## src/rtl/tawas_dbus_arb.sv

```systemverilog
// Data-bus arbiter: the core load/store unit has absolute priority; a secondary
// requester (DMA/debug) gets leftover cycles plus a starvation-driven core hold.
module tawas_dbus_arb #(
  parameter int unsigned STARVE_LIMIT = 15
) (
  input  logic        CLK,
  input  logic        RST_N,
  input  logic        C_CS,
  input  logic        C_WR,
  input  logic [31:0] C_ADDR,
  input  logic [3:0]  C_MASK,
  input  logic [31:0] C_DOUT,
  output logic [31:0] C_DIN,
  input  logic        S_REQ,
  input  logic        S_WR,
  input  logic [31:0] S_ADDR,
  input  logic [3:0]  S_MASK,
  input  logic [31:0] S_WDATA,
  output logic        S_ACK,
  output logic        S_RVLD,
  output logic [31:0] S_RDATA,
  input  logic        S_RRDY,
  output logic [31:0] DADDR,
  output logic        DCS,
  output logic        DWR,
  output logic [3:0]  DMASK,
  output logic [31:0] DOUT,
  input  logic [31:0] DIN,
  output logic        CORE_HOLD,
  output logic        HOLD_ERR
);

  localparam logic [7:0] LIMIT = 8'(STARVE_LIMIT);

  typedef enum logic [1:0] {ST_IDLE, ST_WAIT, ST_RESP} sec_state_e;

  sec_state_e  state_q, state_d;
  logic [7:0]  cnt_q, cnt_d;
  logic        core_hold_q, core_hold_d;
  logic        hold_err_q, hold_err_d;
  logic        rfirst_q, rfirst_d;
  logic [31:0] rdata_q, rdata_d;
  logic [31:0] daddr_q, daddr_d;
  logic        dcs_q, dcs_d;
  logic        dwr_q, dwr_d;
  logic [3:0]  dmask_q, dmask_d;
  logic [31:0] dout_q, dout_d;
  logic        s_ack;

  always_comb begin
    s_ack       = RST_N && (state_q == ST_IDLE) && S_REQ && !C_CS;
    state_d     = state_q;
    rfirst_d    = 1'b0;
    rdata_d     = rdata_q;
    cnt_d       = cnt_q;
    core_hold_d = 1'b0;
    hold_err_d  = hold_err_q | (core_hold_q & C_CS);
    daddr_d     = '0;
    dcs_d       = 1'b0;
    dwr_d       = 1'b0;
    dmask_d     = '0;
    dout_d      = '0;

    case (state_q)
      ST_IDLE: if (s_ack && !S_WR) state_d = ST_WAIT;
      ST_WAIT: begin
        state_d  = ST_RESP;
        rfirst_d = 1'b1;
      end
      ST_RESP: begin
        // Memory data is only valid in the first RESP cycle; latch it for the hold-off.
        if (rfirst_q) rdata_d = DIN;
        if (S_RRDY) state_d = ST_IDLE;
      end
      default: state_d = ST_IDLE;
    endcase

    if (!S_REQ || s_ack) begin
      cnt_d = '0;
    end else if ((state_q == ST_IDLE) && C_CS) begin
      if (cnt_q >= LIMIT - 8'd1) begin
        cnt_d       = '0;
        core_hold_d = 1'b1;
      end else begin
        cnt_d = cnt_q + 8'd1;
      end
    end

    if (C_CS) begin
      daddr_d = C_ADDR;
      dcs_d   = 1'b1;
      dwr_d   = C_WR;
      dmask_d = C_MASK;
      dout_d  = C_WR ? C_DOUT : '0;
    end else if (s_ack) begin
      daddr_d = S_ADDR;
      dcs_d   = 1'b1;
      dwr_d   = S_WR;
      dmask_d = S_MASK;
      dout_d  = S_WR ? S_WDATA : '0;
    end
  end

  always_ff @(posedge CLK) begin
    if (!RST_N) begin
      state_q     <= ST_IDLE;
      cnt_q       <= '0;
      core_hold_q <= 1'b0;
      hold_err_q  <= 1'b0;
      rfirst_q    <= 1'b0;
      rdata_q     <= '0;
      daddr_q     <= '0;
      dcs_q       <= 1'b0;
      dwr_q       <= 1'b0;
      dmask_q     <= '0;
      dout_q      <= '0;
    end else begin
      state_q     <= state_d;
      cnt_q       <= cnt_d;
      core_hold_q <= core_hold_d;
      hold_err_q  <= hold_err_d;
      rfirst_q    <= rfirst_d;
      rdata_q     <= rdata_d;
      daddr_q     <= daddr_d;
      dcs_q       <= dcs_d;
      dwr_q       <= dwr_d;
      dmask_q     <= dmask_d;
      dout_q      <= dout_d;
    end
  end

  assign C_DIN     = DIN;
  assign S_ACK     = s_ack;
  assign S_RVLD    = (state_q == ST_RESP);
  assign S_RDATA   = rfirst_q ? DIN : rdata_q;
  assign DADDR     = daddr_q;
  assign DCS       = dcs_q;
  assign DWR       = dwr_q;
  assign DMASK     = dmask_q;
  assign DOUT      = dout_q;
  assign CORE_HOLD = core_hold_q;
  assign HOLD_ERR  = hold_err_q;

endmodule

```

## config.mk

```make
export PLATFORM = sky130hd
export DESIGN_NAME = tawas_dbus_arb
export DESIGN_NICKNAME = d
export VERILOG_FILES = /design/src/rtl/tawas_dbus_arb.sv
export SDC_FILE = /design/constraint.sdc
export NUM_CORES = 1
export LEC_CHECK = 0
export CORE_MARGIN = 4
export CORE_UTILIZATION = 35
export CTS_CLUSTER_DIAMETER = 100
export DETAILED_ROUTE_END_ITERATION = 10
export PLACE_DENSITY = 0.81
export SYNTH_ARGS = -nofsm -noshare
export SYNTH_HDL_FRONTEND = slang
export SYNTH_SLANG_ARGS = --single-unit
```

## constraint.sdc

```tcl
create_clock -name CLK -period 1.72 [get_ports CLK]
set_clock_uncertainty 0.1 [all_clocks]
set_input_delay 0.258 -clock CLK [delete_from_list [all_inputs] [get_ports CLK]]
set_output_delay 0.258 -clock CLK [all_outputs]
set_load 0.02 [all_outputs]
```

==> results of run 1 <==
[cells in the final DEF (no fill, tap or decap), types with 2 or more instances in the layout]
master                              n
sky130_fd_sc_hd__clkinvlp_4         5
sky130_fd_sc_hd__buf_12             6
sky130_fd_sc_hd__clkinv_2           6
sky130_fd_sc_hd__clkbuf_16         17
sky130_fd_sc_hd__mux2_4            13
sky130_fd_sc_hd__nor4_1             2
sky130_fd_sc_hd__dfxtp_1          112
sky130_fd_sc_hd__nand2b_1           2
sky130_fd_sc_hd__dlymetal6s2s_1    41
sky130_fd_sc_hd__mux2_2            15
sky130_fd_sc_hd__buf_4             40
sky130_fd_sc_hd__nor3_1             5
sky130_fd_sc_hd__and2_1             2
sky130_fd_sc_hd__a41oi_1            3
sky130_fd_sc_hd__a22o_1            68
sky130_fd_sc_hd__clkdlybuf4s50_1  195
sky130_fd_sc_hd__and3_1             4
sky130_fd_sc_hd__buf_2              8
sky130_fd_sc_hd__a21oi_1            3
sky130_fd_sc_hd__mux2i_1           32
sky130_fd_sc_hd__mux2_1             4
sky130_fd_sc_hd__bufinv_16          3
sky130_fd_sc_hd__dfxtp_2            2
sky130_fd_sc_hd__buf_6             14
sky130_fd_sc_hd__nor2_1            37
sky130_fd_sc_hd__dlygate4sd2_1     42
sky130_fd_sc_hd__ha_1               2
sky130_fd_sc_hd__or3_1              2
sky130_fd_sc_hd__o21ai_0            2
[registers in the layout (all words and copies together), names as in the netlist]
register,flops
DOUT,32
DMASK,4
CORE_HOLD,1
DWR,1
DADDR,32
DCS,1
rdata_q,32
rfirst_q,1
state_q,2
cnt_q,8
HOLD_ERR,1
[critical path: cells and delay by family (launching register included)]
kind | cells | cell delay, ns
flops | 1 | 0.40
mux | 1 | 0.37
buf+inv | 2 | 0.33
[kinds of logic (layout without fill, tap and decap cells)]
logic type	after synthesis	after routing	synth area share (%)
buf+inv	61	383	8.47
fa+ha+maj	2	2	0.563
mux	64	64	15.3
other cells	0	1	0
compound gates	83	83	15.9
simple gates	63	63	7.52
xor+xnor	2	2	0.394
flops	115	115	51.8
[stage by stage]
stage	utilization, %	std cells	setup WS, ns	area [µm²]
floorplan	-	390	0.158	4440
global placement	63.5	846	-0.460	7750
detailed placement	63.5	846	-0.436	7750
CTS	67.8	880	-0.155	8280
global route	69.3	881	-0.177	8460
finish	69.3	881	-0.139	8460
[report_power, final]
group	internal [mW]	switching (mW)	total (mW)
sequential	2.76	0.0276	2.78
clock	2.25	1.25	3.50
combinational	0.657	0.450	1.11
[layout make-up]
class | instances | area [µm²]
clock inverters | 15 | 166
inverters | 2 | 7.51
well taps | 168 | 210
clock buffers | 17 | 425
repair buffers | 349 | 3500
flip-flops and latches | 115 | 2310
fillers | 907 | 3750
diodes | 1 | 2.50
multi-input cells | 214 | 1840
[path summary, 6_finish.rpt]
check | startpoint | endpoint | slack (ns) | depth (start not counted)
setup / recovery | rfirst_q$_SDFF_PN0_ | S_RDATA[12] | -0.14 | 3
hold / removal | S_REQ | CORE_HOLD$_SDFF_PP0_ | 0.14 | 2
setup reg to reg | state_q[0]$_SDFFE_PN0P_ | cnt_q[3]$_SDFFE_PP0N_ | 0.08 | 4
hold reg to reg | HOLD_ERR$_SDFF_PN0_ | HOLD_ERR$_SDFF_PN0_ | 0.36 | 2
[layer usage]
layer	up-vias	track usage [%]	part of all wire, %	routed length, µm
li1	2012	-	-	-
met1	1999	21.1	33	5580
met2	227	41.1	52	8920
met3	41	10.6	11	1950
met4	2	9.84	3.2	552
met5	-	0	0.041	7
[repair_timing]
item	4_1_cts	5_1_grt
setup endpoints to repair	101	96
gates cloned	1	0
buffers inserted	1	0
hold buffers	0	0
pin swaps	0	2
resized for setup	219	66
==> metrics.md, run 1 <==
| Metric | Value |
|---|---|
| Status | finished, violations left |
| Violated checks | negative setup slack |
| Final slew viol count | 0 |
| Nets | about 880 |
| Total power | about 7.4 mW |
| Total CTS buffers | 17 |
| Sequential element share of the synthesized area | 51.8% |
| Cell leakage power | approximately 4.1 nW |
| Number of DRC markers after the initial detailed-route iteration | 214 |
| Count of unresolved DRC violations after routing | 0 |
| Arrival @ worst endpoint | about 1.5 ns |
| Kind of critical path | register to output port |
| Top achievable clock speed | roughly 540 MHz |
| Number of hold-slack violations in the final timing report | 0 |
| Count of warnings emitted by yosys | 0 |
| Delay of the slowest cell on the worst path | 0.40 ns |
| Synth-to-layout area growth | 90.3% |
| Top-count cell post-synth | sky130_fd_sc_hd__dfxtp_1 |
| Clock period minus worst slack | roughly 1.9 ns |
| Pre-Repair DR Iteration Count | 5 |
| Number of top-level pins | approximately 310 |
| Wire length of the first global-routing pass | 24.9 mm |
| Cell-by-cell trace of the critical path | buf_12, mux2_2, buf_4 |
| Clock tree from TritonCTS | built |
| Average wire per standard cell | between 15 and 20 µm |
| Via count of the first global-routing pass | 4703 |
| Type of destination of the critical path | output port |
| Number of nets produced by synthesis | around 570 |
| Global placement routability congestion | between 0.8 and 0.9 |
| Initial core utilization | 36.4% |
| Largest net degree at the start of global routing | 37 |
| Share of the clock period used by the worst path after layout | 108% |
| Min setup slack post-route | -0.139 ns |
| Global router's overall resource usage | between 20% and 30% |
| EDFF count, synth | 0 |
| Most common library cells after synthesis | sky130_fd_sc_hd__dfxtp_1 (115), sky130_fd_sc_hd__a22o_1 (68), sky130_fd_sc_hd__nor2_1 (37), sky130_fd_sc_hd__buf_4 (33), sky130_fd_sc_hd__mux2i_1 (32) |
| Maximum buffer depth of the clock tree | 2 |
| Setup-failing EPs final | 32 |
| Max rail drop VDD | about 600 µV |
| Number of vias per cell | about 4.9 |
| H-tree depth reported by CTS | 4 |
| Mean instance size in the synthesized netlist | 11.4 µm² |
| ANT nets after route | 0 |
| Clock tree root driver cell | sky130_fd_sc_hd__clkbuf_16 |
| Startpoint Class | register |
| Post-synth ARST share | 0% |
| Via Count | 4281 |
| Dpl hpwl | 12.9 mm |
| Area of the core region | about 0.012 mm² |
| Critical path fanouts, max | 13 |
| Clock tree sinks | around 120 |
| RSZ-0062 raised after global routing | true |
| Max-cap check violation count | 0 |
| Clock-pin slew on the worst setup and hold paths | approximately 0.05 ns |
| Cell types occupying the most area after synthesis | sky130_fd_sc_hd__dfxtp_1 (52%), sky130_fd_sc_hd__a22o_1 (13%), sky130_fd_sc_hd__mux2i_1 (7.2%) |
| Clk_lat worst skew | ~0.4 ns |
| Combined area of all synthesized cells | 0.00444 mm² |
| Total overflow reported by the global router | 0 |
| Number of flip-flops and latches in the synthesized netlist | 115 |
| Hold slack final | 0.142 ns |
| Floorplan die height | 121 µm |
| Cell taking the most area after synthesis | sky130_fd_sc_hd__dfxtp_1 |
| Worst hold path type | input pin to register |
| Overall routed net length | around 17 mm |
| Floorplan row count | 40 |
| Total Negative Setup Slacks | -3.03 ns |
| Slew at the pin with the worst max-slew slack | 0.495 ns |
| Die area | roughly 0.015 mm² |
| Share of cells above drive strength 1 | between 10% and 20% |
| Data required time of the critical path | 1.36 ns |
| Post-synth top flop | sky130_fd_sc_hd__dfxtp_1 |
| Chip width | 121 µm |
| Number of instances in the synthesized netlist | 390 |
| Power density relative to cell area | just under 900 mW/mm² |
| Number of distinct standard cells referenced by the synthesized netlist | slightly above 40 |
| Portion of synthesized cell area occupied by the leading cell type | between 50% and 60% |
| Number of antenna violations at the first check in global routing | 2 |
| Worst slew slack as a fraction of its limit | 66.5% |
| CP max stage cell | sky130_fd_sc_hd__dfxtp_4 |
| Count of input and output buffers | 312 |
(Power assumes the default switching activity.)
==> run 2, diff against run 1 <==
--- a/config.mk
+++ b/config.mk
@@ -7,6 +7,7 @@
 export LEC_CHECK = 0
 export CORE_MARGIN = 4
 export CORE_UTILIZATION = 35
+export CTS_BUF_LIST = sky130_fd_sc_hd__clkbuf_16
 export CTS_CLUSTER_DIAMETER = 100
 export DETAILED_ROUTE_END_ITERATION = 10
 export PLACE_DENSITY = 0.81
==> results of run 2 <==
No change in the layout: final DEF, timing and power equal those of run 1.
